===== src/rtl/bg_rle_fetch_if.sv =====
// bg_rle_fetch_if: bundles the VGA-timing, ROM and decoder-facing signals of bg_rle_fetch.
//   frame_start  start-of-frame pulse              (to fetcher)
//   pix_en       one pulse per consumed pixel      (to fetcher)
//   rom_addr     registered ROM read address       (from fetcher)
//   rom_data     ROM word {run, idx}, 1-clk latency (to fetcher)
//   pre_bg_pixel palette index to the decoder      (from fetcher)
//   pix_valid    pre_bg_pixel holds a run pixel    (from fetcher)
//   underrun     sticky pixel-starvation flag      (from fetcher)
//   fmt_err      sticky run-crossed-line flag      (from fetcher)
// master: the fetcher; slave: its environment (timing block, ROM, decoder).
interface bg_rle_fetch_if #(
  parameter int unsigned IDX_W  = 5,
  parameter int unsigned RUN_W  = 7,
  parameter int unsigned ADDR_W = 15
);
  logic                   frame_start;
  logic                   pix_en;
  logic [ADDR_W-1:0]      rom_addr;
  logic [RUN_W+IDX_W-1:0] rom_data;
  logic [IDX_W-1:0]       pre_bg_pixel;
  logic                   pix_valid;
  logic                   underrun;
  logic                   fmt_err;

  modport master (
    input  frame_start, pix_en, rom_data,
    output rom_addr, pre_bg_pixel, pix_valid, underrun, fmt_err
  );

  modport slave (
    output frame_start, pix_en, rom_data,
    input  rom_addr, pre_bg_pixel, pix_valid, underrun, fmt_err
  );
endinterface


===== src/rtl/bg_rle_fetch.sv =====
// bg_rle_fetch: reads a run-length-encoded background from a synchronous ROM in raster order,
// replicates every pixel SCALE times horizontally and every source line SCALE times
// vertically, and presents one palette index per pix_en to the background decoder.
// Ports:
//   clk  system clock
//   rst  asynchronous active-high reset
//   bus  bg_rle_fetch_if.master: frame_start/pix_en in, rom_addr out, rom_data in,
//        pre_bg_pixel/pix_valid/underrun/fmt_err out
// Optional build macro BG_RLE_LINE_CHECK_EN: when defined, fmt_err flags a run whose length
// overruns its source line; otherwise fmt_err is tied low. Pixel output is identical either way.
module bg_rle_fetch #(
  parameter int unsigned IDX_W  = 5,
  parameter int unsigned RUN_W  = 7,
  parameter int unsigned ADDR_W = 15,
  parameter int unsigned IMG_W  = 320,
  parameter int unsigned IMG_H  = 240,
  parameter int unsigned SCALE  = 2
) (
  input logic            clk,
  input logic            rst,
  bg_rle_fetch_if.master bus
);

  localparam int unsigned XW = (IMG_W > 1) ? $clog2(IMG_W) : 1;
  localparam int unsigned YW = (IMG_H > 1) ? $clog2(IMG_H) : 1;
  localparam int unsigned SW = (SCALE > 1) ? $clog2(SCALE) : 1;

  localparam logic [XW-1:0] XLast = XW'(IMG_W - 1);
  localparam logic [YW-1:0] YLast = YW'(IMG_H - 1);
  localparam logic [SW-1:0] SLast = SW'(SCALE - 1);

  typedef enum logic [2:0] {StIdle, StFetch, StLoad, StRun, StDone} state_e;

  state_e             state_q, state_d;
  logic [ADDR_W-1:0]  rom_addr_q, rom_addr_d;
  logic [ADDR_W-1:0]  line_base_q, line_base_d;
  logic [RUN_W-1:0]   run_cnt_q, run_cnt_d;
  logic [SW-1:0]      hsub_q, hsub_d;
  logic [XW-1:0]      src_x_q, src_x_d;
  logic [SW-1:0]      vsub_q, vsub_d;
  logic [YW-1:0]      src_y_q, src_y_d;
  logic [IDX_W-1:0]   pixel_q, pixel_d;
  logic               valid_q, valid_d;
  logic               underrun_q, underrun_d;

  logic               hsub_wrap;
  logic               line_end;

  assign hsub_wrap = (hsub_q == SLast);
  assign line_end  = (src_x_q == XLast);

  always_comb begin
    state_d     = state_q;
    rom_addr_d  = rom_addr_q;
    line_base_d = line_base_q;
    run_cnt_d   = run_cnt_q;
    hsub_d      = hsub_q;
    src_x_d     = src_x_q;
    vsub_d      = vsub_q;
    src_y_d     = src_y_q;
    pixel_d     = pixel_q;
    valid_d     = valid_q;
    underrun_d  = underrun_q;

    if (bus.frame_start) begin
      // Restart wins over everything, including a coincident pix_en.
      state_d     = StFetch;
      rom_addr_d  = '0;
      line_base_d = '0;
      run_cnt_d   = '0;
      hsub_d      = '0;
      src_x_d     = '0;
      vsub_d      = '0;
      src_y_d     = '0;
      valid_d     = 1'b0;
      underrun_d  = 1'b0;
    end else begin
      unique case (state_q)
        StFetch: begin
          state_d = StLoad;
          if (bus.pix_en) underrun_d = 1'b1;
        end
        StLoad: begin
          run_cnt_d = bus.rom_data[RUN_W+IDX_W-1 -: RUN_W];
          pixel_d   = bus.rom_data[IDX_W-1:0];
          valid_d   = 1'b1;
          state_d   = StRun;
          if (bus.pix_en) underrun_d = 1'b1;
        end
        StRun: begin
          if (bus.pix_en) begin
            if (!hsub_wrap) begin
              hsub_d = hsub_q + 1'b1;
            end else begin
              hsub_d = '0;
              if (line_end) begin
                // Line end truncates whatever is left of the current run.
                valid_d = 1'b0;
                src_x_d = '0;
                if (vsub_q != SLast) begin
                  vsub_d     = vsub_q + 1'b1;
                  rom_addr_d = line_base_q;
                  state_d    = StFetch;
                end else if (src_y_q != YLast) begin
                  vsub_d      = '0;
                  src_y_d     = src_y_q + 1'b1;
                  rom_addr_d  = rom_addr_q + 1'b1;
                  line_base_d = rom_addr_q + 1'b1;
                  state_d     = StFetch;
                end else begin
                  state_d = StDone;
                end
              end else if (run_cnt_q == '0) begin
                valid_d    = 1'b0;
                src_x_d    = src_x_q + 1'b1;
                rom_addr_d = rom_addr_q + 1'b1;
                state_d    = StFetch;
              end else begin
                src_x_d   = src_x_q + 1'b1;
                run_cnt_d = run_cnt_q - 1'b1;
              end
            end
          end
        end
        StIdle, StDone: begin
          valid_d = 1'b0;
        end
        default: state_d = StIdle;
      endcase
    end
  end

  always_ff @(posedge clk or posedge rst) begin
    if (rst) begin
      state_q     <= StIdle;
      rom_addr_q  <= '0;
      line_base_q <= '0;
      run_cnt_q   <= '0;
      hsub_q      <= '0;
      src_x_q     <= '0;
      vsub_q      <= '0;
      src_y_q     <= '0;
      pixel_q     <= '0;
      valid_q     <= 1'b0;
      underrun_q  <= 1'b0;
    end else begin
      state_q     <= state_d;
      rom_addr_q  <= rom_addr_d;
      line_base_q <= line_base_d;
      run_cnt_q   <= run_cnt_d;
      hsub_q      <= hsub_d;
      src_x_q     <= src_x_d;
      vsub_q      <= vsub_d;
      src_y_q     <= src_y_d;
      pixel_q     <= pixel_d;
      valid_q     <= valid_d;
      underrun_q  <= underrun_d;
    end
  end

  assign bus.rom_addr     = rom_addr_q;
  assign bus.pre_bg_pixel = pixel_q;
  assign bus.pix_valid    = valid_q;
  assign bus.underrun     = underrun_q;

`ifdef BG_RLE_LINE_CHECK_EN
  logic fmt_err_q;
  logic fmt_set;

  // A non-zero residual run count at a line end means the run overran the line.
  assign fmt_set = !bus.frame_start && (state_q == StRun) && bus.pix_en && hsub_wrap &&
                   line_end && (run_cnt_q != '0);

  always_ff @(posedge clk or posedge rst) begin
    if (rst) begin
      fmt_err_q <= 1'b0;
    end else if (bus.frame_start) begin
      fmt_err_q <= 1'b0;
    end else if (fmt_set) begin
      fmt_err_q <= 1'b1;
    end
  end

  assign bus.fmt_err = fmt_err_q;
`else
  assign bus.fmt_err = 1'b0;
`endif

endmodule


===== src/flat_wrapper.sv =====
// flat-port wrapper written by rule: the top's interface ports become plain ports
module bg_rle_fetch_flat 
#(
  parameter int unsigned IDX_W  = 5,
  parameter int unsigned RUN_W  = 7,
  parameter int unsigned ADDR_W = 15,
  parameter int unsigned IMG_W  = 320,
  parameter int unsigned IMG_H  = 240,
  parameter int unsigned SCALE  = 2
)
  (clk, rst, bus_frame_start, bus_pix_en, bus_rom_data, bus_rom_addr, bus_pre_bg_pixel, bus_pix_valid, bus_underrun, bus_fmt_err);
  bg_rle_fetch_if #(.IDX_W(IDX_W), .RUN_W(RUN_W), .ADDR_W(ADDR_W)) bus_i ();
  input logic clk;
  input logic rst;
  input wire logic [$bits(bus_i.frame_start)-1:0] bus_frame_start;
  input wire logic [$bits(bus_i.pix_en)-1:0] bus_pix_en;
  input wire logic [$bits(bus_i.rom_data)-1:0] bus_rom_data;
  output wire logic [$bits(bus_i.rom_addr)-1:0] bus_rom_addr;
  output wire logic [$bits(bus_i.pre_bg_pixel)-1:0] bus_pre_bg_pixel;
  output wire logic [$bits(bus_i.pix_valid)-1:0] bus_pix_valid;
  output wire logic [$bits(bus_i.underrun)-1:0] bus_underrun;
  output wire logic [$bits(bus_i.fmt_err)-1:0] bus_fmt_err;
  assign bus_i.frame_start = bus_frame_start;
  assign bus_i.pix_en = bus_pix_en;
  assign bus_i.rom_data = bus_rom_data;
  assign bus_rom_addr = bus_i.rom_addr;
  assign bus_pre_bg_pixel = bus_i.pre_bg_pixel;
  assign bus_pix_valid = bus_i.pix_valid;
  assign bus_underrun = bus_i.underrun;
  assign bus_fmt_err = bus_i.fmt_err;
  bg_rle_fetch #(.IDX_W(IDX_W), .RUN_W(RUN_W), .ADDR_W(ADDR_W), .IMG_W(IMG_W), .IMG_H(IMG_H), .SCALE(SCALE)) u_core (.clk(clk), .rst(rst), .bus(bus_i));
endmodule

===== config.mk =====
export PLATFORM = sky130hd
export DESIGN_NAME = bg_rle_fetch_flat
export DESIGN_NICKNAME = d
export VERILOG_FILES = /design/src/rtl/bg_rle_fetch_if.sv /design/src/rtl/bg_rle_fetch.sv /design/src/flat_wrapper.sv
export SDC_FILE = /design/constraint.sdc
export NUM_CORES = 1
export LEC_CHECK = 0
export BUFFER_PORTS_ARGS = -buffer_cell sky130_fd_sc_hd__buf_2
export CAP_MARGIN = 20
export CELL_PAD_IN_SITES_DETAIL_PLACEMENT = 1
export CELL_PAD_IN_SITES_GLOBAL_PLACEMENT = 1
export CORE_MARGIN = 5
export CORE_UTILIZATION = 45
export DETAILED_ROUTE_END_ITERATION = 10
export PLACE_DENSITY_LB_ADDON = 0.1
export REMOVE_ABC_BUFFERS = 1
export SETUP_SLACK_MARGIN = 0.1
export SYNTH_ARGS = -nofsm -noshare
export SYNTH_HDL_FRONTEND = slang
export SYNTH_SLANG_ARGS = --single-unit

===== constraint.sdc =====
create_clock -name clk -period 3 [get_ports clk]
set_clock_uncertainty 0.05 [all_clocks]
set_input_delay 0.3 -clock clk [delete_from_list [all_inputs] [get_ports clk]]
set_output_delay 0.3 -clock clk [all_outputs]
set_load 0.005 [all_outputs]

== After elaboration in Yosys (flattened, before gate mapping) ==
Cells that the tools add are included.
Word-level totals
  register bits after elaboration: 66
  latch bits: 0
  RAM bits: 0
  memory bits (read-only): 0
  input port bits: 16
  output and inout port bits: 23
  memories kept: 0
Operators by class
  add/subtract/negate cells: 6
  $mul: 0
  div/mod/pow operators: 0
  magnitude comparators: 0
  equal/unequal tests: 13
  shift-type cells: 0
  mux-type cells: 60
  bitwise logic cells: 1
  reduce and logical (&&, ||, !) cells: 24
Operators by type and width (count)
  15-bit two-way mux: 14
  8-bit two-way mux: 7
  9-bit two-way mux: 5
  7-bit two-way mux: 5
  3-bit two-way mux: 7
  1-bit two-way mux: 19
  15-bit by 1-bit adder with 15-bit output (second input constant): 1
  7-bit one-hot mux with 2 select lines: 1
  2-bit nonzero test: 7
  3-bit one-hot mux with 4 select lines: 1
  4-bit AND reduction: 3
  5-bit AND reduction: 2
  9-bit by 1-bit adder with 9-bit output (second input constant): 1
  9-bit == test (second input constant): 1
  3-bit != test (second input constant): 3
  8-bit by 1-bit adder with 8-bit output (second input constant): 1
  8-bit != test (second input constant): 1
  7-bit zero test: 1
  7-bit by 1-bit subtractor with 7-bit output (second input constant): 1
  3-bit by 2-bit == test with 1-bit output (second input constant): 2
  2-bit AND reduction: 3
  6-bit AND reduction: 1
  3-bit nonzero test: 2
  4-bit by 2-bit != test with 1-bit output (second input constant): 1
  other kinds (12): 14

== Longest topological paths before layout ==
  depth in word-level cells: 8
  depth in mapped cells: 8
  gate-level depth less buffers: 7

== Least setup slack after synthesis ==
No wires, ideal clock.
  kind: register to register
  start: register u_core.src_x_q[0]
  end: register u_core.src_y_q[5]
  library setup time: 78 ps
  arrival: 2035 ps
  slack: 837 ps
  stages on the path, launching flop included: 7
  buffers on the path: 0
  cell sequence: dfrtp_1 ha_1 nand4bb_1 o41ai_4 o21ai_2 or4_1 a21oi_1
Between the ends
  longest elaborated chain between the ends: 3
Ends and longest elaborated chain
  start: declaration: RTL line bg_rle_fetch.sv:39  | logic [XW-1:0] src_x_q, src_x_d;
  start signal: assignment: RTL line bg_rle_fetch.sv:152  | src_x_q <= src_x_d;
  9-bit == test: RTL line bg_rle_fetch.sv:50  | assign line_end = (src_x_q == XLast);
  2-bit nonzero test (no source line)
  6-bit AND reduction (no source line)
  end signal: assignment: RTL line bg_rle_fetch.sv:154  | src_y_q <= src_y_d;
  end: declaration: RTL line bg_rle_fetch.sv:41  | logic [YW-1:0] src_y_q, src_y_d;
No other way between the ends.
A chain may end at the register's enable or synchronous reset.

== Worst setup path after layout ==
  start: register u_core.src_x_q[0]
  end: register u_core.rom_addr_q[12] (netlist: u_core.bus.rom_addr[12])
Between the ends
  longest elaborated chain between the ends: 6
  elaborated cells between the ends (all ways): 9
  classes of those cells: eq/ne: 2; mux: 5; reduce/logical: 2
Ends and longest elaborated chain
  9-bit == test *: RTL line bg_rle_fetch.sv:50
  15-bit two-way mux: RTL line bg_rle_fetch.sv:96  | if (line_end) begin
  15-bit two-way mux: RTL line bg_rle_fetch.sv:92  | if (!hsub_wrap) begin
  15-bit two-way mux: RTL line bg_rle_fetch.sv:91  | if (bus.pix_en) begin
  15-bit two-way mux: RTL line bg_rle_fetch.sv:78  | unique case (state_q)
  15-bit two-way mux: RTL line bg_rle_fetch.sv:65  | if (bus.frame_start) begin
  end signal: assignment: RTL line bg_rle_fetch.sv:148  | rom_addr_q <= rom_addr_d;
  end: declaration: RTL line bg_rle_fetch.sv:35  | logic [ADDR_W-1:0] rom_addr_q, rom_addr_d;
Mark *: on every way between the ends. The rest lies on a longest branch, timed or not. The select of a mux whose other input is x is not followed.

==> qor.txt <==
Crit Path Category - register to register
WL/cell - 18.2 um
final WL - 10.5 mm
Clock Latency Late Sink - 0.35 ns
GRT Overall Usage - 22.2%
post-synthesis cell count - 429
commonest non-fill, non-tap cell in the layout - dfrtp_1
Buf/Inv on CP - 1
die height - 102 um
Worst setup SP type - register
GR Util met3 - 3.00%
Port Buf Inserts - 37
detailed-router iteration count before antenna repair - 4
PwrDens - 586 nW/um^2
Clock Pin Slew Worst Setup and Hold Paths - 0.08 ns
Die X - 102 um
most used cell, CP - nor2_1
Post-synth ARST share - 100%
leakage - 1.77 nW
row count - 33
Area contributors post-synth - dfrtp_1, nand2_1, o31ai_1
status - finished, final reports clean
CP max stage delay - 0.75 ns
vias in the first global route - 3644
Routed Antenna Nets - 0
GRT overflow - 0
reg-to-reg startpoint - u_core.src_x_q[0]$_DFFE_PP0P_
max-slew violations - 0
cell area after synthesis - 3800 um^2
fmax - 383 MHz
CTS tree - done
n_diodes - 0
worst hold slack - 0.136 ns
slowest CP cell - nor2_1
M1 GR Usage - 32.2%
ratio of cells with drive above 1 in the final layout - 17.0%
final net count - 486
htree depth - 3
Area Growth Syn to Fin - 14.0%
CTS Buf Count - 9
CP cell instances - ha_1 > nand4bb_1 > nor2_1 > nor2_1 > buf_4 > o311ai_0 > o41ai_1
largest net degree at the start of global routing - 67
1st-iter DRT viols - 162
Vias/cell - 6.02
peak supply drop - 0.352 mV
dpl cell area - 4130 um^2
Final Core Density - 52.7%
setup slack after layout - 0.387 ns
Hold WC Path Type - input port to register
Slew @ Worst Pin - 0.929 ns
syn avg cell area - 8.86 um^2
core area - 8220 um^2
antenna violations before repair - 0
Worst setup endpoint - u_core.bus.rom_addr[12]$_DFFE_PP0P_
register area share after synthesis - 43.4%
Worst R2R Path Depth - 7
clock buffer depth - 2
critical path peak fanout - 15
warnings from Yosys - 0
post-DP HPWL - 7.09 mm
M2 GR Usage - 34.5%
reg-to-reg slack, setup - 0.39 ns
Ports - 39
Setup crit start - u_core.src_x_q[0]$_DFFE_PP0P_
first-pass GRT wire length - 18.6 mm
CTS resizes - 0
final RePlAce weighted congestion - 0.760
initial cell density of the core - 46.3%
postcts setup bufs - 0
post-synth top area cell - dfrtp_1
Slew headroom - 37.8%
CP Data Required Time - 3.19 ns
unrepaired setup endpoints after global routing - no
critical path depth - 7
CTS sink cnt - 66
Finished Layout Cells - 575
Clock Tree Root - clkbuf_8
Cells after DPL - 558
Most used DFF post-synth - dfrtp_1
share of the synthesized area in the top cell type - 43.4%
Max-cap violations - 0
pre-CTS setup slack - 0.386 ns
R2R Path End - u_core.bus.rom_addr[12]$_DFFE_PP0P_
DRC - 0
critical path capture point type - register
Design Area, Final - 4330 um^2
synthesis-stage register bit count - 66
full die area - 10400 um^2
distinct cell type count after synthesis - 58
DR vias - 3461
most frequent cells in the layout - dfrtp_1, nand2_1, nor2_1, buf_2, a21oi_1
Tmin final - 2.61 ns
WP data arrival - 2.80 ns
Fin. Hold Viols - 0
Post-synth EDFFs - 0
GR peak layer - met2
critical path's top delay family - simple AND/OR/NAND/NOR gates
final setup violating endpoints - 0
Fillers - 984
period utilisation layout - 87.1%
-- per-layer routing --
layer	vias to the layer above	wire length, um
met5	-	0
met4	0	160
met3	15	319
met2	52	4910
met1	1749	5100
li1	1645	-
-- worst reg2reg max path, stage by stage (launching register included) --
cell and delay [ns]:
dfrtp_1 0.41, ha_1 0.25, nand4bb_1 0.26, nor2_1 0.17
nor2_1 0.75, buf_4 0.36, o311ai_0 0.17, o41ai_1 0.10
-- per-stage QoR --
stage / TNS (ns) / power, mW
floorplan: -0.521 / 1.53
global placement: 0 / 1.79
detailed placement: 0 / 1.82
CTS: 0 / 2.56
global route: 0 / 2.71
finish: 0 / 2.54
-- registers in the layout, summed over array words and instances (netlist names) --
name and cells:
u_core.run_cnt_q 7, u_core.hsub_q 1, u_core.state_q 3, u_core.bus.underrun 1, u_core.bus.pre_bg_pixel 5, u_core.src_x_q 9, u_core.bus.rom_addr 15, u_core.vsub_q 1
u_core.line_base_q 15, u_core.bus.pix_valid 1, u_core.src_y_q 8
-- synthesized netlist by cell type (5+ instances only) --
library cell	number
nor3_1	12
inv_1	10
o21ai_0	18
mux2_2	6
buf_2	5
xor2_1	7
ha_1	5
dfrtp_1	66
a211o_1	6
nand4_1	9
nor2_1	39
nand2_1	54
or3_1	8
a21oi_1	29
nor2b_1	5
o31ai_1	21
nand3_1	18
or4_1	8
xnor2_1	11
clkbuf_1	18
nor3b_1	6
a31oi_1	5
-- final cells by class --
| class | instances | area [um^2] | area share, % |
|---|---|---|---|
| inverter | 10 | 37.5 | 0.867 |
| timing repair buffer | 53 | 320 | 7.39 |
| tap | 105 | 131 | 3.03 |
| multi-input combinational | 325 | 2000 | 46.2 |
| sequential | 66 | 1650 | 38.1 |
| clock buffer | 12 | 165 | 3.81 |
| clock inverter | 4 | 25.0 | 0.578 |
-- worst min path at each step --
stage | start | to | slack, ns | cells past startpoint
after CTS | bus_rom_data[3] | u_core.bus.pre_bg_pixel[3]$_DFFE_PP0P_ | 0.13 | 2
after floorplan | bus_frame_start | u_core.bus.rom_addr[10]$_DFFE_PP0P_ | 0.31 | 1
after global routing | bus_rom_data[0] | u_core.bus.pre_bg_pixel[0]$_DFFE_PP0P_ | 0.13 | 2
final | bus_rom_data[3] | u_core.bus.pre_bg_pixel[3]$_DFFE_PP0P_ | 0.14 | 2
after global placement | rst | u_core.bus.pre_bg_pixel[1]$_DFFE_PP0P_ | 0.36 | 3
after detailed placement | rst | u_core.bus.pre_bg_pixel[1]$_DFFE_PP0P_ | 0.35 | 3
-- repair_timing --
action,in CTS,in global routing
setup endpoints to repair,0,0
hold endpoints to repair,52,0
hold buffers,1,0
-- report_power, final --
| group | internal, mW | total (mW) | switching [mW] |
|---|---|---|---|
| combinational | 0.268 | 0.755 | 0.488 |
| clock | 0.365 | 0.732 | 0.367 |
| sequential | 0.975 | 1.05 | 0.0769 |
| total | 1.61 | 2.54 | 0.931 |
-- kinds of logic after synthesis --
kind of cell,synth area share (%)
muxes,2.04
adders and majority gates,1.65
and+or+nand+nor,24.2
xor gates and xnor gates,4.15
DFF,43.4
buffers and inverters,4.05
other,0.0987
AOI/OAI and AO/OA,20.3
No activity file was read; power rests on OpenSTA's default activity.
